File: src/rtl/uart_tx_sched.sv
// Round-robin transmit scheduler for the monitor UART hex-dump engine.
// Launches one job at a time, holds its payload, then waits out the inter-job gap.
//   state  | meaning
//   IDLE   | arbitrate pending requests
//   LAUNCH | ack + start pulse on the outputs, payload latched
//   WAIT   | engine sending; wait for final character or timeout
//   GAP    | inter-job idle gap
module uart_tx_sched #(
  parameter int GAP  = 2,
  parameter int TO_W = 20
) (
  input  logic        clk,
  input  logic        rst_n,
  input  logic        mem_req,
  input  logic [23:0] mem_data,
  output logic        mem_ack,
  input  logic        cpu_req,
  input  logic [55:0] cpu_data,
  output logic        cpu_ack,
  input  logic        crlf_req,
  output logic        crlf_ack,
  output logic        rdata_snd_start,
  output logic [23:0] rdata_snd,
  output logic        cpust_start,
  output logic [55:0] cpust_snd,
  output logic        crlf_in,
  input  logic        flushing_wq,
  output logic        sched_busy,
  output logic        job_done,
  output logic        timeout_err
);

  typedef enum logic [1:0] {S_IDLE, S_LAUNCH, S_WAIT, S_GAP} state_t;

  state_t          state, state_nxt;
  logic [2:0]      req_vec;
  logic [1:0]      last_grant, grant;
  logic            grant_vld;
  logic [TO_W-1:0] to_cnt;
  logic [3:0]      gap_cnt;
  logic            timeout_hit;
  logic            mem_go, cpu_go, crlf_go, done_d, to_d;

  assign req_vec     = {crlf_req, cpu_req, mem_req};
  assign timeout_hit = (state == S_WAIT) && (to_cnt == '1);

  // Walk offsets from farthest to nearest so the nearest active requester wins.
  always_comb begin : arb
    logic [1:0] idx;
    grant     = 2'd0;
    grant_vld = 1'b0;
    idx       = 2'd0;
    for (int i = 3; i >= 1; i--) begin
      idx = 2'((int'(last_grant) + i) % 3);
      if (req_vec[idx]) begin
        grant     = idx;
        grant_vld = 1'b1;
      end
    end
  end

  always_ff @(posedge clk or negedge rst_n) begin
    if (!rst_n) state <= S_IDLE;
    else        state <= state_nxt;
  end

  always_comb begin
    state_nxt = state;
    case (state)
      S_IDLE:   if (grant_vld) state_nxt = S_LAUNCH;
      S_LAUNCH: state_nxt = S_WAIT;
      S_WAIT:   if (flushing_wq || timeout_hit) state_nxt = S_GAP;
      S_GAP:    if (gap_cnt == 4'd0) state_nxt = S_IDLE;
      default:  state_nxt = S_IDLE;
    endcase
  end

  // Flush beats timeout when both land in the same cycle.
  always_comb begin
    mem_go  = 1'b0;
    cpu_go  = 1'b0;
    crlf_go = 1'b0;
    if (state == S_IDLE && grant_vld) begin
      case (grant)
        2'd0:    mem_go  = 1'b1;
        2'd1:    cpu_go  = 1'b1;
        default: crlf_go = 1'b1;
      endcase
    end
    done_d = (state == S_WAIT) && flushing_wq;
    to_d   = timeout_hit && !flushing_wq;
  end

  always_ff @(posedge clk or negedge rst_n) begin
    if (!rst_n) begin
      last_grant <= 2'd2;
      to_cnt     <= '0;
      gap_cnt    <= 4'd0;
      rdata_snd  <= '0;
      cpust_snd  <= '0;
    end else begin
      if (state == S_IDLE && grant_vld) begin
        last_grant <= grant;
        to_cnt     <= '0;
      end else if (state == S_WAIT) begin
        to_cnt <= to_cnt + TO_W'(1);
      end
      if (mem_go) rdata_snd <= mem_data;
      if (cpu_go) cpust_snd <= cpu_data;
      if (state == S_WAIT)     gap_cnt <= 4'(GAP - 1);
      else if (state == S_GAP) gap_cnt <= gap_cnt - 4'd1;
    end
  end

  always_ff @(posedge clk or negedge rst_n) begin
    if (!rst_n) begin
      mem_ack         <= 1'b0;
      cpu_ack         <= 1'b0;
      crlf_ack        <= 1'b0;
      rdata_snd_start <= 1'b0;
      cpust_start     <= 1'b0;
      crlf_in         <= 1'b0;
      job_done        <= 1'b0;
      timeout_err     <= 1'b0;
      sched_busy      <= 1'b0;
    end else begin
      mem_ack         <= mem_go;
      cpu_ack         <= cpu_go;
      crlf_ack        <= crlf_go;
      rdata_snd_start <= mem_go;
      cpust_start     <= cpu_go;
      crlf_in         <= crlf_go;
      job_done        <= done_d;
      timeout_err     <= to_d;
      sched_busy      <= (state_nxt != S_IDLE);
    end
  end

endmodule

File: config.mk
export PLATFORM = sky130hd
export DESIGN_NAME = uart_tx_sched
export DESIGN_NICKNAME = d
export VERILOG_FILES = /design/src/rtl/uart_tx_sched.sv
export SDC_FILE = /design/constraint.sdc
export NUM_CORES = 1
export LEC_CHECK = 0
export CAP_MARGIN = 20
export CORE_AREA = 10 10 124 126
export DETAILED_ROUTE_END_ITERATION = 12
export DIE_AREA = 0 0 134 136
export PLACE_DENSITY = 0.79
export SYNTH_ARGS = -nofsm -noshare
export SYNTH_HDL_FRONTEND = slang
export SYNTH_SLANG_ARGS = --single-unit
File: constraint.sdc
create_clock -name clk -period 6.31 [get_ports clk]
set_input_delay 1.5775 -clock clk [delete_from_list [all_inputs] [get_ports clk]]
set_output_delay 1.5775 -clock clk [all_outputs]
set_load 0.01 [all_outputs]
==> impl_summary.txt <==
----------------------------------------------------
[Clock network]
  CTS buffer count ... 17
  Clock slew seen by the registers of the worst setup and hold paths ... 0.05 ns
  CTS tree ... yes
  Buffer count from post-CTS setup fixing ... 0
  CTS Hold Bufs ... 0
  Clock tree root buffer cell ... sky130_fd_sc_hd__clkbuf_16
  Worst skew pair latency ... 0.41 ns
  Maximum buffer depth of the clock tree ... 2
  Htree depth ... 4
  Number of resized instances in the post-cts repair step ... 0
  Sinks on Clock Net ... 114

[Worst setup path]
  Setup slack, reg-to-reg ... 3.37 ns
  Worst Path Max Fanout ... 58
  Data arrival time of the critical path ... 4.03 ns
  Nature of the critical path startpoint ... input pin
  Req. time, crit path ... 6.60 ns
  Classification of the worst setup path ... input pin to flip-flop
  Sort of element at the end of the critical path ... flip-flop

[Detailed routing]
  Number of vias in the routed layout ... 3587
  Remaining antenna violation count ... 0
  First-iteration detailed-routing DRC count ... 215
  Number of search-and-repair iterations in the first detailed-routing pass ... 4
  Total detailed-routing wirelength ... 13240 µm
  Via/cell ratio ... 4.907
  DR WL/cell ... 18.11 µm
  Count of unresolved DRC violations after routing ... 0

[Pwr]
  VDD IR max ... 0.0002560 V
  Lkg Pwr ... 3.330 nW
  Pwr/cell area ... 511.4 mW/mm²
  Power, Total ... 3.838 mW

[Synthesis]
  Share of async-settable or async-resettable flops after synthesis ... 1.000
  Number of distinct library cells after synthesis ... 43
  Number of synthesized flops with an enable pin ... 0
  Total of flip-flops plus latches after synthesis ... 114
  Fraction of the mapped netlist area in adder cells ... 0.01743
  Gate count after technology mapping ... 363
  Most area-hungry cell type in the Yosys netlist ... sky130_fd_sc_hd__dfrtp_1
  Area of the mapped netlist ... 0.005026 mm²
  Most used standard cell by instance count after synthesis ... sky130_fd_sc_hd__dfrtp_1
  XOR/XNOR share of the synthesized area ... 0.01046
  Yosys warnings ... 0
  Fraction of the mapped netlist area in simple logic gates ... 0.08613
  Synthesized-area fraction occupied by ao, oa, aoi and oai cells ... 0.05676
  Net count after synthesis ... 456
  Avg Cell Area, Syn ... 13.85 µm²
  Most instantiated cells after synthesis ... sky130_fd_sc_hd__dfrtp_1, sky130_fd_sc_hd__mux2_2, sky130_fd_sc_hd__mux2_4, sky130_fd_sc_hd__nand3_1
  Leading post-synthesis cells by cell area ... sky130_fd_sc_hd__dfrtp_1, sky130_fd_sc_hd__mux2_4, sky130_fd_sc_hd__mux2_2
  Proportion of netlist area held by the largest area contributor ... 0.5626
  Sequential area share after synthesis ... 0.5678
  Largest family of logic cells by synthesized area ... multiplexers
  Primary flip-flop cell chosen by synthesis mapping ... sky130_fd_sc_hd__dfrtp_1
  Proportion of synthesized area in mux cells ... 0.2211

[Placement]
  Inst Count DP ... 698
  Count of buffers from port buffering ... 174
  Final HPWL DP ... 9643 µm
  Post-place instance area ... 0.006843 mm²
  Routability-driven placement congestion ratio ... 0.7786

[Timing]
  Total Negative Setup Slacks ... 0 ns
  Final count of pins violating max slew ... 0
  Skew final ... 0.009107 ns
  Hold violation count in the final report ... 0
  Post-route clock period utilization ... 0.5938
  Number of failing setup endpoints in the final timing report ... 0
  Min Clock Period, post-route ... 3.747 ns
  Slew of the pin with the lowest slew margin ... 0.7166 ns
  Fmax ... 266.9 MHz
  Unrepaired setup endpoints after global routing ... no
  Relative slew slack ... 0.5179

[Floorplanning]
  Die area ... 0.01822 mm²
  Die H ... 136 µm
  Placeable core region ... 0.01298 mm²
  Width of the die ... 134 µm
  Ports placed on the boundary ... 175
  Site Rows ... 42
  Initial standard-cell utilization of the core ... 0.3872

[GRT]
  GR Util All Layers ... 0.1453
  Via count of the first global-routing pass ... 3785
  Global-route wire length before repair ... 20930 µm
  Maximum number of pins on one net before global-route repair ... 84
  Aggregate global routing overflow ... 0
  Number of antenna violations at the first check in global routing ... 0

[Final layout]
  Antenna fix cells ... 0
  Number of cells in the finished layout apart from fillers ... 731
  Seq. cell area ... 0.002854 mm²
  Number of fill cells ... 1038
  Fraction of final layout cells with drive strength greater than 1 ... 0.2252
  Area of the multi-input gates ... 0.001969 mm²
  Number of nets in the layout ... 635
  Final core utilization ... 0.5782
  Summed area of non-filler cells in the final layout ... 0.007505 mm²
  Signed area change from the synthesized netlist to the final layout ... 49.32%

[Run]
  Max Cap Viol ... 0

[Status]
  Result of the run ... finished, final reports clean

[Hold path]
  Hold Path Class ... flip-flop to flip-flop

----------------------------------------------------
==> cell families (layout without fill, tap and decap cells) <==
family          after synthesis  after routing
flops                       114            114
fa+ha+maj                     7              7
compound gates               38             38
xor+xnor                      6              6
mux                          87             87
simple gates                 82             82
buf+inv                      29            221
==> flip-flops by register name, summed over array words and instances (netlist names) <==
name,count
job_done,1
gap_cnt,4
last_grant,2
timeout_err,1
rdata_snd,24
state,2
cpust_start,1
rdata_snd_start,1
cpust_snd,56
to_cnt,20
crlf_in,1
sched_busy,1
==> layout make-up <==
type / count / area share
clock inverters: 13 / 0.02417
inverters: 12 / 0.006002
multi-input cells: 220 / 0.2624
flip-flops and latches: 114 / 0.3803
repair buffers: 177 / 0.2374
clock buffers: 19 / 0.06035
well taps: 176 / 0.02934
==> report_power, final <==
part,total (mW),internal (mW),switching [mW]
Clock,1.02,0.681,0.338
Sequential,1.29,1.07,0.223
Combinational,1.53,0.926,0.601
Total,3.84,2.68,1.16
==> per-layer routing <==
metal | routed length (µm) | global-route usage | vias up
met3 | 1047 | 0.06162 | 10
met2 | 6684 | 0.2390 | 128
met4 | 178 | 0.05260 | 0
met5 | 0 | 0 | -
li1 | - | - | 1648
met1 | 5326 | 0.1663 | 1801
==> worst max-delay path: stages <==
cell and delay, ns:
sky130_fd_sc_hd__clkdlybuf4s50_1 0.58, sky130_fd_sc_hd__nand2b_1 0.12, sky130_fd_sc_hd__a311oi_2 0.38, sky130_fd_sc_hd__a22o_1 0.49, sky130_fd_sc_hd__nand2_8 0.41, sky130_fd_sc_hd__mux2_4 0.43
==> metrics by stage <==
| stage | hold slack (ns) | setup slack [ns] |
|---|---|---|
| finish | 0.4881 | 2.563 |
| global route | 0.5073 | 2.439 |
| CTS | 0.4953 | 2.592 |
| detailed placement | 0.4900 | 2.169 |
| global placement | 0.4779 | 2.240 |
| floorplan | 0.4567 | 3.071 |
==> path summary, 6_finish.rpt <==
kind                                           start                   endpoint  cells after the start
min reg2reg                   to_cnt[19]$_DFFE_PN0P_     to_cnt[19]$_DFFE_PN0P_                      1
min                           to_cnt[19]$_DFFE_PN0P_     to_cnt[19]$_DFFE_PN0P_                      1
max                                          cpu_req  cpust_snd[49]$_DFFE_PN0P_                      6
min in group asynchronous                      rst_n  rdata_snd_start$_DFF_PN0_                      1
max in group asynchronous                      rst_n  cpust_snd[18]$_DFFE_PN0P_                      3
max reg2reg                last_grant[1]$_DFFE_PN1P_  cpust_snd[49]$_DFFE_PN0P_                      7
==> layout by cell type, fill, tap and decap left out, drive strengths merged, types with 2 or more instances in the layout <==
master         count
clkdlybuf4s50    173
dfrtp            113
mux2              81
nand3             22
clkbuf            19
nand2             18
o21ai             17
nor2              14
inv               14
ha                 7
mux2i              6
nand2b             5
nand4              5
a21oi              5
clkinv             5
nor4               4
bufinv             4
nor3               4
buf                4
and3               3
a22o               3
xor2               3
xnor2              3
and2               3
a21boi             2
nor2b              2
clkinvlp           2
Note: power is estimated with default switching activity, not from simulation.
